--- src/rtl/pc_fetch_ctrl.sv ---
// ---------------------------------------------------------------------------
// pc_fetch_ctrl
//
// Fetch sequencer. It owns the architectural PC, issues one instruction-memory
// request at a time, and hands each fetched instruction, tagged with its PC,
// to decode over a valid/ready handshake. The next PC comes from one of three
// sources, highest priority first: trap redirect, execute redirect, and the
// sequential pc+4.
//
// Optional feature macro: FETCH_MISALIGN_EN
//   When it is defined, a redirect whose target is not 4-byte aligned raises a
//   sticky misalign_err and does not load the PC. The flag also blocks new
//   fetches until a trap arrives with an aligned target.
//   When it is undefined, misalign_err is tied to 0 and targets load without
//   any check.
//
// Parameters:
//   XLEN      address/instruction width (only 32 is supported)
//   RESET_PC  PC value loaded by reset
//
// Ports:
//   clk, rstn                   clock, asynchronous active-low reset
//   imem_req_valid/ready/addr   fetch request channel to imem
//   imem_rsp_valid/data         imem response (one pulse per accepted request)
//   inst_valid/ready, inst      instruction channel to decode
//   inst_pc                     PC of the instruction currently on inst
//   redirect_valid/pc           execute-stage control-flow change
//   trap_valid/pc               trap/mret redirect from the CSR unit
//   pc                          current fetch PC
//   misalign_err                sticky misaligned-target flag
// ---------------------------------------------------------------------------
module pc_fetch_ctrl #(
  parameter int              XLEN     = 32,
  parameter logic [XLEN-1:0] RESET_PC = 32'h8000_0000
) (
  input  logic            clk,
  input  logic            rstn,
  output logic            imem_req_valid,
  input  logic            imem_req_ready,
  output logic [XLEN-1:0] imem_req_addr,
  input  logic            imem_rsp_valid,
  input  logic [XLEN-1:0] imem_rsp_data,
  output logic            inst_valid,
  input  logic            inst_ready,
  output logic [XLEN-1:0] inst,
  output logic [XLEN-1:0] inst_pc,
  input  logic            redirect_valid,
  input  logic [XLEN-1:0] redirect_pc,
  input  logic            trap_valid,
  input  logic [XLEN-1:0] trap_pc,
  output logic [XLEN-1:0] pc,
  output logic            misalign_err
);

  typedef enum logic [1:0] {
    S_REQ   = 2'd0,  // presenting a request to imem
    S_WAIT  = 2'd1,  // request accepted, waiting for its response
    S_OUT   = 2'd2,  // instruction held for decode
    S_DRAIN = 2'd3   // discarding the response of an abandoned request
  } state_t;

  localparam logic [XLEN-1:0] PC_STEP = {{(XLEN-3){1'b0}}, 3'b100};

  state_t          state_r;
  state_t          state_nxt_s;
  logic [XLEN-1:0] pc_r;
  logic [XLEN-1:0] inst_r;
  logic [XLEN-1:0] inst_pc_r;
  logic            inst_valid_r;
  logic            misalign_r;

  logic            redir_s;
  logic [XLEN-1:0] target_s;
  logic            target_ok_s;
  logic            req_valid_s;
  logic            req_hs_s;
  logic            consume_s;
  logic            capture_s;

  // Redirect source selection: a trap always overrides an execute redirect.
  always_comb begin
    redir_s = trap_valid | redirect_valid;
    if (trap_valid) begin
      target_s = trap_pc;
    end else begin
      target_s = redirect_pc;
    end
  end

`ifdef FETCH_MISALIGN_EN
  assign target_ok_s = (target_s[1:0] == 2'b00);

  // Sticky misalignment flag; only an aligned trap target clears it.
  always_ff @(posedge clk or negedge rstn) begin
    if (!rstn) begin
      misalign_r <= 1'b0;
    end else if (redir_s && !target_ok_s) begin
      misalign_r <= 1'b1;
    end else if (trap_valid && target_ok_s) begin
      misalign_r <= 1'b0;
    end else begin
      misalign_r <= misalign_r;
    end
  end
`else
  assign target_ok_s = 1'b1;
  assign misalign_r  = 1'b0;
`endif

  // Output decode from registered state; a pending misalignment blocks fetch.
  always_comb begin
    req_valid_s = (state_r == S_REQ) && !misalign_r;
  end

  assign req_hs_s  = req_valid_s & imem_req_ready;
  assign consume_s = (state_r == S_OUT) & inst_ready;
  // A redirect in the same cycle as the response makes the data stale.
  assign capture_s = (state_r == S_WAIT) & imem_rsp_valid & ~redir_s;

  // FSM state register.
  always_ff @(posedge clk or negedge rstn) begin
    if (!rstn) begin
      state_r <= S_REQ;
    end else begin
      state_r <= state_nxt_s;
    end
  end

  // FSM next-state logic. A redirect abandons the current fetch. If a
  // request is already in flight, its response must still be drained.
  always_comb begin
    state_nxt_s = state_r;
    case (state_r)
      S_REQ: begin
        if (req_hs_s) begin
          if (redir_s) begin
            state_nxt_s = S_DRAIN;
          end else begin
            state_nxt_s = S_WAIT;
          end
        end else begin
          state_nxt_s = S_REQ;
        end
      end
      S_WAIT: begin
        if (redir_s) begin
          if (imem_rsp_valid) begin
            state_nxt_s = S_REQ;
          end else begin
            state_nxt_s = S_DRAIN;
          end
        end else if (imem_rsp_valid) begin
          state_nxt_s = S_OUT;
        end else begin
          state_nxt_s = S_WAIT;
        end
      end
      S_OUT: begin
        if (redir_s || inst_ready) begin
          state_nxt_s = S_REQ;
        end else begin
          state_nxt_s = S_OUT;
        end
      end
      S_DRAIN: begin
        if (imem_rsp_valid) begin
          state_nxt_s = S_REQ;
        end else begin
          state_nxt_s = S_DRAIN;
        end
      end
      default: begin
        state_nxt_s = S_REQ;
      end
    endcase
  end

  // PC update. A redirect wins over a same-cycle consume, so no +4 is applied.
  always_ff @(posedge clk or negedge rstn) begin
    if (!rstn) begin
      pc_r <= RESET_PC;
    end else if (redir_s) begin
      if (target_ok_s) begin
        pc_r <= target_s;
      end else begin
        pc_r <= pc_r;
      end
    end else if (consume_s) begin
      pc_r <= pc_r + PC_STEP;
    end else begin
      pc_r <= pc_r;
    end
  end

  // Instruction word and tag capture on an accepted response.
  always_ff @(posedge clk or negedge rstn) begin
    if (!rstn) begin
      inst_r    <= {XLEN{1'b0}};
      inst_pc_r <= {XLEN{1'b0}};
    end else if (capture_s) begin
      inst_r    <= imem_rsp_data;
      inst_pc_r <= pc_r;
    end else begin
      inst_r    <= inst_r;
      inst_pc_r <= inst_pc_r;
    end
  end

  // Decode-side valid: set on capture, cleared on consume or any redirect.
  always_ff @(posedge clk or negedge rstn) begin
    if (!rstn) begin
      inst_valid_r <= 1'b0;
    end else if (redir_s) begin
      inst_valid_r <= 1'b0;
    end else if (capture_s) begin
      inst_valid_r <= 1'b1;
    end else if (consume_s) begin
      inst_valid_r <= 1'b0;
    end else begin
      inst_valid_r <= inst_valid_r;
    end
  end

  assign imem_req_valid = req_valid_s;
  assign imem_req_addr  = pc_r;
  assign inst_valid     = inst_valid_r;
  assign inst           = inst_r;
  assign inst_pc        = inst_pc_r;
  assign pc             = pc_r;
  assign misalign_err   = misalign_r;

endmodule

--- config.mk ---
export PLATFORM = sky130hd
export DESIGN_NAME = pc_fetch_ctrl
export DESIGN_NICKNAME = d
export VERILOG_FILES = /design/src/rtl/pc_fetch_ctrl.sv
export SDC_FILE = /design/constraint.sdc
export NUM_CORES = 1
export LEC_CHECK = 0
export ABC_AREA = 1
export ABC_CLOCK_PERIOD_IN_PS = 1800
export BUFFER_PORTS_ARGS = -buffer_cell sky130_fd_sc_hd__buf_2
export CELL_PAD_IN_SITES_DETAIL_PLACEMENT = 0
export CELL_PAD_IN_SITES_GLOBAL_PLACEMENT = 1
export CORE_ASPECT_RATIO = 1.25
export CORE_MARGIN = 5
export CORE_UTILIZATION = 34
export DETAILED_ROUTE_END_ITERATION = 8
export PLACE_DENSITY = 0.92
export SLEW_MARGIN = 20
export SYNTH_ARGS = -nofsm -noshare
export SYNTH_HDL_FRONTEND = slang
export SYNTH_SLANG_ARGS = --single-unit
--- constraint.sdc ---
create_clock -name clk -period 1.8 [get_ports clk]
set_input_delay 0.27 -clock clk [delete_from_list [all_inputs] [get_ports clk]]
set_output_delay 0.27 -clock clk [all_outputs]
set_load 0.02 [all_outputs]
After elaboration in Yosys (flattened, before gate mapping)
Cells that the tools add are included.
- register bits: 99
- bits in latches: 0
- bits in writable memories: 0
- memory bits (read-only): 0
- input port bits: 103
- output and inout port bits: 131
- word-level logic and storage cells: 32
- memories kept: 0
- $add $sub $neg: 1
- multipliers: 0
- div/mod/pow operators: 0
- $lt $le $gt $ge: 0
- equality and inequality tests: 3
- shift-type cells: 0
- multiplexer cells: 13
- bitwise operators: 6
- reductions and logical operators: 4
- operator list (operator ; count):
    2-to-1 mux 32 bit ; 3
    adder 32 x 3 -> 32 bit, second input constant ; 1
    2-to-1 mux 2 bit ; 6
    one-hot mux 2 bit (4 select lines) ; 1
    bitwise AND 1 bit ; 4
    equality test 2 bit, second input constant ; 2
    2-to-1 mux 1 bit ; 3
    nonzero test 3 bit ; 1
    equality test 2 x 1 -> 1 bit, second input constant ; 1
    zero test 2 bit ; 1
    nonzero test 2 bit ; 1
    logical OR 1 bit ; 1
    inverter 1 bit ; 1
    bitwise OR 1 bit ; 1

Longest topological paths before layout
- depth after elaboration: 5
- depth in mapped cells: 9
- mapped depth without buffers: 9

Worst setup path after synthesis
Ideal clock, no wire load.
- path kind: flip-flop to flip-flop
- start: reg pc_r[3], in the netlist imem_req_addr[3]
- end: reg pc_r[14], in the netlist imem_req_addr[14]
- library setup time: 0.121 ns
- arrival: 1.491 ns
- required time: 1.679 ns
- slack: 0.188 ns
- cell stages (with the launch flop): 9
- path through: dfrtp_1 > ha_1 > nand2_1 > nor2_2 > nand2_1 > nor2_1 > xor2_1 > o21bai_1 > nand2_1
- word-level cells in the longest chain between the ends: 3
- RTL lines (element ; line ; RTL):
    from (decl) ; 66 ; logic [XLEN-1:0] pc_r;
    from (signal assigned) ; 184 ; pc_r <= target_s;
    from (signal assigned) ; 186 ; pc_r <= pc_r;
    from (signal assigned) ; 189 ; pc_r <= pc_r + PC_STEP;
    adder 32 x 3 -> 32 bit ; 189 ;
    2-to-1 mux 32 bit ; 188 ; end else if (consume_s) begin
    2-to-1 mux 32 bit ; 182 ; end else if (redir_s) begin
No other way between the ends. The select of a mux whose other input is x is not followed.
A chain may end at the register's enable or synchronous reset.

Worst setup path after layout
- start: reg pc_r[2], in the netlist imem_req_addr[2]
- end: reg pc_r[24], in the netlist imem_req_addr[24]
The elaborated chain is that of the path after synthesis.

==> run_results.csv <==
group,metric,value,unit
outcome,status,"finished clean",
final_layout,final_area,0.00688,mm2
clock_tree,cts_buffers,9,
run,cap_violations,0,
global_route,grt_pass1_vias,4857,
logic_synthesis,synth_warnings,0,
logic_synthesis,yosys.area_share.adder,0.238,%
routing,num_vias,4973,
logic_synthesis,async_flop_share,100,%
logic_synthesis,synth_cell_types,31,
routing,drtIter0Drc,364,
timing,rsz0062_at_grt,"no",
logic_synthesis,syn-num-nets,752,
final_layout,final_nets,955,
routing,drcViolationCount,0,
min_path,hp-class,"primary input to register",
logic_synthesis,synth.area.top_cells,"dfrtp_1 47%, nand2_1 8.2%, mux2_2 7.3%",
critical_path,crit_arrival,1850,ps
logic_synthesis,yosys.area_share.xor_xnor,0.166,%
final_layout,drive_above_1_share,37.0,%
floorplanning,die_area,0.0181,mm2
logic_synthesis,synthSimpleGateAreaFrac,20.4,%
timing,maxClockFrequency,0.631,GHz
global_route,gr-total-overflow,0,
floorplanning,core_area,0.0151,mm2
final_layout,final_cell_mix,"231 x buf_2, 114 x nand2_1, 98 x dfrtp_1",
place,hpwl,13400,um
timing,drv_slew,0,
clock_tree,tritoncts,"built",
logic_synthesis,synth_area_per_cell,8.12,um2
routing,firstDrtPassIters,5,
timing,clock_skew,15.0,ps
timing,period_needed,1580,ps
timing,setup_violations,0,
critical_path,cp-end-kind,"register",
final_layout,diodes,0,
clock_tree,postCtsSetupBuffers,0,
place,gp_congestion,0.919,
critical_path,worstSetupPathType,"register to register",
clock_tree,htreeDepth,3,
clock_tree,clk_path_buf_depth,2,
logic_synthesis,synth_area,0.00526,mm2
power,leakagePower,3.58,nW
global_route,grt.total_usage,18.5,%
timing,tns,0,ps
timing,period_share,88.0,%
routing,wl_per_cell,16.0,um
final_layout,final_common_cell,"buf_2",
logic_synthesis,synth-compound-area-share,13.0,%
final_layout,area_delta_synth_final,30.7,%
clock_tree,cts-root-buf,"clkbuf_16",
floorplanning,fp.dieW,121,um
floorplanning,num_io_pins,234,
place,numPortBuffers,232,
global_route,grt_first_pass_wirelength,26300,um
logic_synthesis,synth_edf_count,0,
floorplanning,die_h,149,um
place,dpl_cell_area,0.00654,mm2
logic_synthesis,syn_inst,648,
clock_tree,clock_latency,350,ps
routing,wirelength,17000,um
routing,via_per_inst,4.67,
logic_synthesis,synth_ff_type,"dfrtp_1",
power,ir_drop,0.000488,V
floorplanning,start_util,34.9,%
logic_synthesis,synth_seq_cells,99,
logic_synthesis,synth.largest_area_cell,"dfrtp_1",
timing,hold_viol_final,0,
critical_path,worstPathRequired,2070,ps
global_route,grt_max_degree,55,
routing,ant_nets,0,
clock_tree,cts_num_sinks,99,
clock_tree,cts.clk_slew.worst_paths,80,ps
logic_synthesis,ys_seq_area_share,47.1,%
critical_path,critPathLaunchType,"register",
logic_synthesis,synth_top_family_by_area,"simple AND/OR/NAND/NOR gates",
power,total_power,9.34,mW
global_route,antenna_found_initial,0,
logic_synthesis,synth.mux.area_fraction,7.85,%
critical_path,crit_fanout,5,
logic_synthesis,yosysTopAreaCellShare,46.6,%
floorplanning,row_count,50,
power,power_density,1360,mW/mm2
## worst max-delay path, cell delays in order, from the launching register on
cell and delay [ps]:
dfrtp_1 400, ha_1 180, nand2_1 100, nor2_4 180
nand2_1 160, nor2_4 180, nand2_1 60, nand2_1 50
nand3_1 60, a21oi_1 130
## flip-flops by register name, indices dropped and copies added, names as in the netlist
signal / cells
inst_valid: 1
imem_req_addr: 32
inst: 32
state_r: 2
inst_pc: 32
## final timing paths
check,from,to,cells after the start,slack (ps)
max reg2reg,imem_req_addr[2],imem_req_addr[24],9,220
max in group asynchronous,rstn,imem_req_addr[31],3,850
max,imem_req_addr[2],imem_req_addr[24],9,220
min reg2reg,inst_pc[29],inst_pc[29],2,480
min,imem_rsp_data[27],inst[27],2,150
min in group asynchronous,rstn,inst_pc[20],2,350
## final cells by class
type                            count  area (um2)
Fill cell                        1552        8200
Clock buffer                        9         225
Timing Repair Buffer              254        1390
Sequential cell                    99        2480
Tap cell                          208         260
Multi-Input combinational cell    431        2240
Clock inverter                      7        67.6
Inverter                           56         210
## cells by family (layout without fill, tap and decap cells)
| logic type | count (synthesis) | after routing |
|---|---|---|
| AO/OA/AOI/OAI | 130 | 130 |
| multiplexers | 36 | 36 |
| flip-flops | 99 | 99 |
| buffers and inverters | 118 | 326 |
| adder cells (fa/ha/maj) | 1 | 1 |
| XOR/XNOR | 1 | 1 |
| AND/OR/NAND/NOR | 262 | 262 |
| other | 1 | 1 |
## stage by stage
stage | hold slack (ps) | utilization [%] | cells | setup slack, ps
after global routing | 138 | 45.6 | 1064 | 13.8
after global placement | 172 | 43.3 | 1047 | 159
after CTS | 135 | 45.4 | 1064 | 79.3
after floorplan | -25.6 | - | 648 | 188
after detailed placement | 172 | 43.3 | 1047 | 117
final | 146 | 45.6 | 1064 | 216
## synthesized netlist by cell type, drive strengths merged (3+ instances only)
cell and count:
a31oi 4, o22ai 3, buf 47, nor2 100
nand3 36, o211ai 3, clkbuf 15, inv 56
nand2 115, dfrtp 98, mux2 36, nand4 5
o21ai 67, a21oi 47, nor3 4
## metal layers
metal  up-vias  part of all wire, %  GRT usage, %
li1       2488                    -             -
met1      2311                   43          24.2
met2       156                   50          32.2
met3        18                  5.1          2.50
met4         0                  1.7          5.16
met5         -                    0             0
## report_power, final
group / leakage [nW] / internal [mW] / switching (mW) / total, mW
clock: 0.145 / 0.975 / 0.927 / 1.90
combinational: 2.24 / 1.40 / 2.47 / 3.88
sequential: 1.19 / 3.05 / 0.509 / 3.56
## what timing repair did
item                                   4_1_cts  5_1_grt
endpoints found under the hold margin       17        0
resized for setup                            0       11
setup endpoints to repair                    0       13
hold buffers                                 1        0
Note: power is estimated with default switching activity, not from simulation.
